## src/rtl/pipe_pkg.sv

```systemverilog
// Shared definitions for the elastic pipeline-stage register.
//   skid_state_t : occupancy state of the stage; the encoding doubles as the
//                  entry count (EMPTY=0, ONE=1, FULL=2).
//   PIPE_CTRL_W  : default control-strobe width.
//   PIPE_DATA_W  : default payload width.
package pipe_pkg;

    typedef enum logic [1:0] {
        EMPTY = 2'd0,
        ONE   = 2'd1,
        FULL  = 2'd2
    } skid_state_t;

    localparam int PIPE_CTRL_W = 4;
    localparam int PIPE_DATA_W = 36;

endpackage

```

## src/rtl/pipe_slot.sv

```systemverilog
// One storage slot of the pipeline stage: a valid bit plus ctrl and data.
// Ports:
//   clk, rst_n : clock and asynchronous active-low reset
//   clear_i    : synchronous clear of valid/ctrl (wins over load_i)
//   load_i     : load ctrl_i/data_i and mark the slot valid
//   ctrl_i     : control strobes to store
//   data_i     : payload to store
//   valid_o    : slot holds an entry
//   ctrl_o     : stored control strobes
//   data_o     : stored payload (kept across clear so the stage output can hold it)
module pipe_slot #(
    parameter int CTRL_W = 4,
    parameter int DATA_W = 36
) (
    input  logic              clk,
    input  logic              rst_n,
    input  logic              clear_i,
    input  logic              load_i,
    input  logic [CTRL_W-1:0] ctrl_i,
    input  logic [DATA_W-1:0] data_i,
    output logic              valid_o,
    output logic [CTRL_W-1:0] ctrl_o,
    output logic [DATA_W-1:0] data_o
);

    logic              valid_q;
    logic [CTRL_W-1:0] ctrl_q;
    logic [DATA_W-1:0] data_q;

    // Data is intentionally left untouched by clear so a bubble still shows
    // the last payload.
    always_ff @(posedge clk or negedge rst_n) begin
        if (!rst_n) begin
            valid_q <= 1'b0;
            ctrl_q  <= '0;
            data_q  <= '0;
        end else if (clear_i) begin
            valid_q <= 1'b0;
            ctrl_q  <= '0;
        end else if (load_i) begin
            valid_q <= 1'b1;
            ctrl_q  <= ctrl_i;
            data_q  <= data_i;
        end
    end

    assign valid_o = valid_q;
    assign ctrl_o  = ctrl_q;
    assign data_o  = data_q;

endmodule

```

## src/rtl/pipe_skid_stage.sv

```systemverilog
// Elastic pipeline-stage register with a 2-entry skid buffer, registered
// in_ready, synchronous flush and a saturating stall counter.
// Ports:
//   clk, rst_n          : clock, asynchronous active-low reset
//   flush               : synchronous squash, empties the stage
//   in_valid/in_ready   : upstream handshake (in_ready is registered)
//   in_ctrl/in_data     : upstream entry
//   out_valid/out_ready : downstream handshake
//   out_ctrl            : control strobes, forced to zero on a bubble
//   out_data            : payload, holds its last value when invalid
//   occupancy           : entries held (0..2)
//   stall_cnt           : saturating count of out_valid & ~out_ready cycles
module pipe_skid_stage
    import pipe_pkg::*;
#(
    parameter int CTRL_W = PIPE_CTRL_W,
    parameter int DATA_W = PIPE_DATA_W,
    parameter int CNT_W  = 16
) (
    input  logic              clk,
    input  logic              rst_n,
    input  logic              flush,
    input  logic              in_valid,
    output logic              in_ready,
    input  logic [CTRL_W-1:0] in_ctrl,
    input  logic [DATA_W-1:0] in_data,
    output logic              out_valid,
    input  logic              out_ready,
    output logic [CTRL_W-1:0] out_ctrl,
    output logic [DATA_W-1:0] out_data,
    output logic [1:0]        occupancy,
    output logic [CNT_W-1:0]  stall_cnt
);

    skid_state_t       state_q, state_d;
    logic              in_ready_q, in_ready_d;
    logic [CNT_W-1:0]  stall_q, stall_d;

    logic              accept, xfer;
    logic              main_load, main_clear, main_sel_skid;
    logic              skid_load, skid_clear;
    logic              main_valid, skid_valid;
    logic [CTRL_W-1:0] main_ctrl, skid_ctrl, main_ctrl_in;
    logic [DATA_W-1:0] main_data, skid_data, main_data_in;

    assign accept = in_valid & in_ready_q;
    assign xfer   = main_valid & out_ready;

    pipe_slot #(.CTRL_W(CTRL_W), .DATA_W(DATA_W)) u_main (
        .clk     (clk),
        .rst_n   (rst_n),
        .clear_i (main_clear),
        .load_i  (main_load),
        .ctrl_i  (main_ctrl_in),
        .data_i  (main_data_in),
        .valid_o (main_valid),
        .ctrl_o  (main_ctrl),
        .data_o  (main_data)
    );

    pipe_slot #(.CTRL_W(CTRL_W), .DATA_W(DATA_W)) u_skid (
        .clk     (clk),
        .rst_n   (rst_n),
        .clear_i (skid_clear),
        .load_i  (skid_load),
        .ctrl_i  (in_ctrl),
        .data_i  (in_data),
        .valid_o (skid_valid),
        .ctrl_o  (skid_ctrl),
        .data_o  (skid_data)
    );

    // Main refills from skid when draining FULL, otherwise from upstream.
    assign main_ctrl_in = main_sel_skid ? skid_ctrl : in_ctrl;
    assign main_data_in = main_sel_skid ? skid_data : in_data;

    always_ff @(posedge clk or negedge rst_n) begin
        if (!rst_n) begin
            state_q    <= EMPTY;
            in_ready_q <= 1'b1;
            stall_q    <= '0;
        end else begin
            state_q    <= state_d;
            in_ready_q <= in_ready_d;
            stall_q    <= stall_d;
        end
    end

    // Flush overrides every transition and discards the skid entry rather
    // than promoting it. FULL never sees an accept because in_ready is low.
    always_comb begin
        state_d       = state_q;
        main_load     = 1'b0;
        main_clear    = 1'b0;
        main_sel_skid = 1'b0;
        skid_load     = 1'b0;
        skid_clear    = 1'b0;
        if (flush) begin
            state_d    = EMPTY;
            main_clear = 1'b1;
            skid_clear = 1'b1;
        end else begin
            unique case (state_q)
                EMPTY: begin
                    if (accept) begin
                        state_d   = ONE;
                        main_load = 1'b1;
                    end
                end
                ONE: begin
                    if (accept && xfer) begin
                        main_load = 1'b1;
                    end else if (xfer) begin
                        state_d    = EMPTY;
                        main_clear = 1'b1;
                    end else if (accept) begin
                        state_d   = FULL;
                        skid_load = 1'b1;
                    end
                end
                FULL: begin
                    if (xfer) begin
                        state_d       = ONE;
                        main_load     = 1'b1;
                        main_sel_skid = 1'b1;
                        skid_clear    = 1'b1;
                    end
                end
                default: begin
                    state_d    = EMPTY;
                    main_clear = 1'b1;
                    skid_clear = 1'b1;
                end
            endcase
        end
    end

    // in_ready for next cycle is the complement of the skid slot's next valid.
    assign in_ready_d = ~(skid_load | (skid_valid & ~skid_clear));

    always_comb begin
        stall_d = stall_q;
        if (main_valid && !out_ready && (stall_q != {CNT_W{1'b1}})) begin
            stall_d = stall_q + CNT_W'(1);
        end
    end

    assign in_ready  = in_ready_q;
    assign out_valid = main_valid;
    assign out_ctrl  = main_valid ? main_ctrl : '0;
    assign out_data  = main_data;
    assign occupancy = state_q;
    assign stall_cnt = stall_q;

endmodule

```

## config.mk

```make
export PLATFORM = sky130hd
export DESIGN_NAME = pipe_skid_stage
export DESIGN_NICKNAME = d
export VERILOG_FILES = /design/src/rtl/pipe_pkg.sv /design/src/rtl/pipe_slot.sv /design/src/rtl/pipe_skid_stage.sv
export SDC_FILE = /design/constraint.sdc
export NUM_CORES = 1
export LEC_CHECK = 0
export CAP_MARGIN = 20
export CORE_ASPECT_RATIO = 1.2
export CORE_UTILIZATION = 50
export CTS_BUF_LIST = sky130_fd_sc_hd__clkbuf_4 sky130_fd_sc_hd__clkbuf_8 sky130_fd_sc_hd__clkbuf_16
export DETAILED_ROUTE_END_ITERATION = 6
export PLACE_DENSITY = 0.89
export SKIP_CTS_REPAIR_TIMING = 1
export SYNTH_ARGS = -nofsm -noshare
export SYNTH_HDL_FRONTEND = slang
export SYNTH_SLANG_ARGS = --single-unit
```

## constraint.sdc

```tcl
create_clock -name clk -period 2.4 [get_ports clk]
set_input_delay 0.24 -clock clk [delete_from_list [all_inputs] [get_ports clk]]
set_output_delay 0.24 -clock clk [all_outputs]
set_load 0.03 [all_outputs]
```

==> flow_metrics.tcl, run 1 <==
set metrics [dict create \
    netlist_instances 326 \
    detail_route.vias_per_cell 5.40 \
    finalWorstPathRequiredPeriod_ps 2080 \
    cp-end-kind "flip-flop" \
    critical_path_cell_by_cell "nand4b_1, nor2_4, buf_12, mux2_2, mux2_2" \
    route.detailed.drc 0 \
    dp_hpwl_um 6490 \
    ys_ff_latch 101 \
    areaGrowthSynthToFinish_pct 31.6 \
    detailedRoute.firstIterationViolations 72 \
    layout.cells.most_common_list "mux2_2 (103), clkdlybuf4s50_1 (103), dfrtp_1 (100)" \
    worst_path_max_delay_cell "dfrtp_1" \
    slowest_delay_ps 560 \
    critPathKind "reg -> reg" \
    routability_congestion_estimate_from_global_placement 0.836 \
    routed_wire_length_per_instance_um 16.4 \
    grt_setup_unrepaired "no" \
    clk_latency_ps 360 \
    critPathMostFrequentCell "mux2_2" \
    startpoint_type "flip-flop" \
    layout_worst_path_cycle_share 0.868 \
    required_time_at_the_endpoint_of_the_critical_path_ps 2640 \
    nNetsFinal 485 \
    layout-drive-gt1-share 0.325 \
    antenna_cells 0 \
    post_synth_num_cell_types 42 \
    reported_leakage_power_nw 2.55 \
    worst_clock_skew_ps 9.93 \
    routed_wirelength_um 9210 \
    slew_violations 0 \
    worst_r2r_endpoint "u_main.data_o[30]" \
    core.rowCount 38 \
    arrival_ps 2330 \
    start_util 0.513 \
    port_buffers 104 \
    clock_sinks 101 \
    timing.max_slew.rel_slack 0.597 \
    drtPass1Iterations 4 \
    slack_of_the_worst_reg_to_reg_path_ps 320 \
    finalHoldViolCount 0 \
    asyncSetResetFlopFracSynth 1.00 \
    achievable-frequency_ghz 0.480 \
    grt_pass1_wl_um 15600 \
    setup-tns-final_ps 0 \
    tightestPinTransition_ps 605 \
    postSynthNetCount 372 \
    synthesis.yosys.warnings 0 \
    timing.max_cap.violations 0 \
    crit-reg2reg-launch "occupancy[1]" \
    grt_start_max_net_pins 49 \
    die_height_um 107 \
    crit_path_max_fanout 29 \
    path_delay_family "multiplexers" \
    timing.critical_path.buf_inv 1 \
    synth_ff_type "dfrtp_1" \
    synth-seq-area-share 0.549 \
    ant_nets 0 \
    globalRouteTotalUtil 0.214 \
    synth_area_per_cell_sq_um 14.1 \
    tritoncts "built" \
    worst-r2r-cell-count 5 \
    coreArea_sq_mm 0.00899 \
    run_status "completed" \
    first_global_vias 3277 \
    finalPower_mw 6.63 \
    cts-root-to-sink-buffers 2 \
    ir_drop_uv 921 \
    chipWidth_um 89.6 \
    fp.dieArea_sq_mm 0.00960 \
    post_synth_instance_area_sq_mm 0.00461 \
    ctsRootBufferMaster "clkbuf_8" \
    clkSlewWorstSetupHoldPaths_ps 90 \
    grt_antenna_before_repair 0 \
    timing.hold.worst.class "in -> async" \
    htreeDepth 3 \
    fillCellCount 617 \
    i_o_pins 105 \
    synth_enable_flop_cells 0 \
    final-setup-viol-count 0 \
    power.density_mw_per_mm2 1090 \
    grt-ovfl-total 0 \
    cts_buffers 9 \
    dr_total_vias 3039 \
]
[worst max-delay path by stage]
| stage | startpoint | end | slack [ps] | depth (start not counted) |
|---|---|---|---|---|
| after floorplan | stall_cnt[0] | stall_cnt[12] | 260 | 5 |
| after global placement | in_valid | u_main.data_o[1] | 190 | 6 |
| after detailed placement | out_ready | u_main.data_o[30] | 130 | 6 |
| after CTS | occupancy[1] | u_main.data_o[30] | 300 | 5 |
| after global routing | occupancy[1] | u_main.data_o[29] | 240 | 5 |
| final | occupancy[1] | u_main.data_o[30] | 320 | 5 |
[flip-flops by register name, indices dropped and copies added (netlist names)]
name / flops
u_skid.ctrl_o: 4
u_skid.valid_o: 1
u_main.data_o: 36
u_skid.data_o: 36
occupancy: 2
u_main.ctrl_o: 4
u_main.valid_o: 1
stall_cnt: 16
in_ready: 1
[worst reg2reg max path: stages (launching register included)]
cell and delay (ps):
dfrtp_1 560, nand4b_1 350, nor2_4 220, buf_12 220, mux2_2 370, mux2_2 260
[routing by layer]
metal / vias up / global-route usage / part of all wire
met4: 0 / 0.0828 / 0.017
met5: - / 0 / 0
met3: 13 / 0.0554 / 0.054
met1: 1550 / 0.254 / 0.41
met2: 78 / 0.364 / 0.52
li1: 1398 / - / -
[metrics by stage]
step            util  setup slack [ps]  cell area [sq um]  hold slack [ps]  std cells
2_1_floorplan      -               260               4610            -55.6        326
3_3_place_gp   0.648               192               5820              289        547
3_5_place_dp   0.648               133               5820              291        547
4_1_cts        0.673               297               6050             -105        562
5_1_grt        0.674               238               6060              478        563
6_report       0.674               316               6060              437        563
[final cells by class]
type | instances | area [sq um] | share of cell area
timing repair buffer | 116 | 1170 | 0.193
sequential | 101 | 2530 | 0.417
multi-input combinational | 210 | 1980 | 0.327
clock inverter | 3 | 68.8 | 0.0114
inverter | 1 | 3.75 | 0.000619
clock buffer | 12 | 159 | 0.0262
tap | 120 | 150 | 0.0248
[Yosys cell counts (4+ instances only)]
cell / count / area share
dfrtp_1: 100 / 0.54
nand3_1: 5 / 0.0054
buf_6: 4 / 0.0098
nor2_1: 12 / 0.0098
a22o_1: 8 / 0.015
a21oi_1: 4 / 0.0043
xor2_1: 13 / 0.025
and2_1: 5 / 0.0068
nand4_1: 4 / 0.0054
nor3_1: 7 / 0.0076
mux2_1: 11 / 0.027
buf_2: 6 / 0.0065
nand2_1: 6 / 0.0049
buf_4: 4 / 0.0065
mux2_2: 103 / 0.25
[power by group]
| part | switching [mW] | total, mW | internal (mW) |
|---|---|---|---|
| clock | 0.555 | 1.21 | 0.653 |
| combinational | 1.31 | 2.63 | 1.33 |
| sequential | 0.406 | 2.79 | 2.39 |
| total | 2.27 | 6.63 | 4.37 |
[cells by family after synthesis]
family | Yosys count | share of synthesized area
muxes | 115 | 0.281
DFF | 101 | 0.549
and+or+nand+nor | 59 | 0.0796
AOI/OAI and AO/OA | 22 | 0.0394
buffers and inverters | 15 | 0.0236
xor gates and xnor gates | 13 | 0.0247
adders and majority gates | 1 | 0.00272
No activity file was read; power rests on OpenSTA's default activity.
==> run 2, diff against run 1 <==
--- a/config.mk
+++ b/config.mk
@@ -8,7 +8,7 @@
 export CAP_MARGIN = 20
 export CORE_ASPECT_RATIO = 1.2
 export CORE_UTILIZATION = 50
-export CTS_BUF_LIST = sky130_fd_sc_hd__clkbuf_4 sky130_fd_sc_hd__clkbuf_8 sky130_fd_sc_hd__clkbuf_16
+export CTS_BUF_LIST = sky130_fd_sc_hd__clkbuf_4
 export DETAILED_ROUTE_END_ITERATION = 6
 export PLACE_DENSITY = 0.89
 export SKIP_CTS_REPAIR_TIMING = 1
==> flow_metrics.tcl, run 2 (same netlist as run 1, synthesis figures left out) <==
set metrics [dict create \
    coreArea_sq_mm 0.00899 \
    comb_power_share 0.414 \
    timing.hold.worst.class "in -> async" \
    fin_area_sq_mm 0.00598 \
    ctsRootBufferMaster "clkbuf_4" \
    timing.max_slew.rel_slack 0.590 \
    layout-drive-gt1-share 0.321 \
    path_delay_family "multiplexers" \
    global_route.peak_usage_layer "met2" \
    regArea_sq_mm 0.00253 \
    fp.dieArea_sq_mm 0.00960 \
    worst_path_max_delay_cell "dfrtp_1" \
    cts_buffers 9 \
    detail_route.vias_per_cell 5.44 \
    worst_hold_slack_ps 336 \
    dr_total_vias 3064 \
    sequentialPowerShare 0.437 \
    globalRouteMet3Util 0.0516 \
    areaGrowthSynthToFinish_pct 29.9 \
    port_buffers 104 \
    core.rowCount 38 \
    groute.layer.met1.usage 0.250 \
    finalHoldViolCount 0 \
    start_util 0.513 \
    layout_worst_path_cycle_share 0.869 \
    chipWidth_um 89.6 \
    grt_pass1_wl_um 15400 \
    grt_antenna_before_repair 0 \
    arrival_ps 2420 \
    run_status "completed" \
    detailedRoute.firstIterationViolations 93 \
    tritoncts "built" \
    crit_path_max_fanout 29 \
    antenna_cells 0 \
    i_o_pins 105 \
    power.net_switching_mw 2.24 \
    routed_wirelength_um 9090 \
    finalWorstPathRequiredPeriod_ps 2090 \
    ant_nets 0 \
    ir_drop_uv 774 \
    layout.cells.most_common_list "mux2_2 (103), clkdlybuf4s50_1 (103), dfrtp_1 (100)" \
    slew_violations 0 \
    power.density_mw_per_mm2 1060 \
    htreeDepth 3 \
    drtPass1Iterations 4 \
    setup-tns-final_ps 0 \
    multi_input_area_sq_mm 0.00198 \
    grt_start_max_net_pins 49 \
    cell_internal_pwr_mw 4.13 \
    clockPowerShare 0.149 \
    final-setup-viol-count 0 \
    grt_setup_unrepaired "no" \
    groute.layer.met2.usage 0.359 \
    first_global_vias 3285 \
    timing.max_cap.violations 0 \
    grt-ovfl-total 0 \
    critical_path_cell_by_cell "nand4b_1, nor2_4, buf_12, mux2_1, mux2_2" \
    nNetsFinal 485 \
    netSwitchingFraction 0.351 \
    clock_sinks 101 \
    startpoint_type "flip-flop" \
    globalRouteTotalUtil 0.212 \
    worst_clock_skew_ps 13.9 \
    timing.critical_path.buf_inv 1 \
    cp-end-kind "flip-flop" \
    routability_congestion_estimate_from_global_placement 0.836 \
    achievable-frequency_ghz 0.479 \
    required_time_at_the_endpoint_of_the_critical_path_ps 2730 \
    die_height_um 107 \
    clkSlewWorstSetupHoldPaths_ps 150 \
    fillCellCount 634 \
    slack_of_the_worst_reg_to_reg_path_ps 310 \
    slowest_delay_ps 570 \
    reported_leakage_power_nw 2.51 \
    route.detailed.drc 0 \
    routed_wire_length_per_instance_um 16.1 \
    postPlaceCellArea_sq_mm 0.00582 \
    cts-root-to-sink-buffers 2 \
    tightestPinTransition_ps 615 \
    critPathKind "reg -> reg" \
    dp_hpwl_um 6490 \
    clk_latency_ps 450 \
]
[run 2: cell count changes in the layout (fill, tap and decap cells not counted)]
cell	delta
clkinv_1	+2
clkbuf_4	+9
clkbuf_8	-11
[run 2: final timing paths]
check                                   from                end  depth (start not counted)
max in group asynchronous              rst_n  u_main.data_o[29]                          3
min in group clk                  in_data[9]   u_skid.data_o[9]                          2
hold reg to reg            u_skid.data_o[33]  u_skid.data_o[33]                          1
setup reg to reg                occupancy[1]  u_main.data_o[20]                          5
hold / removal                         rst_n  u_main.data_o[18]                          2
setup / recovery                occupancy[1]  u_main.data_o[20]                          5
[run 2: area by class of cell]
type,count,share of cell area
Clock buffer,10,0.0125
Sequential cell,101,0.423
Tap cell,120,0.0251
Timing Repair Buffer,116,0.195
Multi-Input combinational cell,210,0.331
Clock inverter,5,0.0128
Inverter,1,0.000627
[run 2: power by group through the flow]
stage / logic, mW / registers (mW) / clock network (mW)
finish: 2.64 / 2.78 / 0.952
global route: 2.80 / 2.88 / 1.05
CTS: 2.67 / 2.79 / 0.986
detailed placement: 2.66 / 2.82 / 0
global placement: 2.59 / 2.77 / 0
floorplan: 0.900 / 3.46 / 0
[run 2: routing by layer]
layer / vias up / wire length (um)
met5: - / 0
met4: 0 / 204
met3: 18 / 519
met2: 85 / 4650
met1: 1554 / 3710
li1: 1407 / -
[run 2: metrics by stage]
step / setup WS [ps] / total power [mW] / util / instances
floorplan: 260 / 4.36 / - / 326
global placement: 192 / 5.36 / 0.648 / 547
detailed placement: 133 / 5.48 / 0.648 / 547
CTS: 296 / 6.44 / 0.665 / 562
global route: 226 / 6.72 / 0.666 / 563
finish: 313 / 6.37 / 0.666 / 563
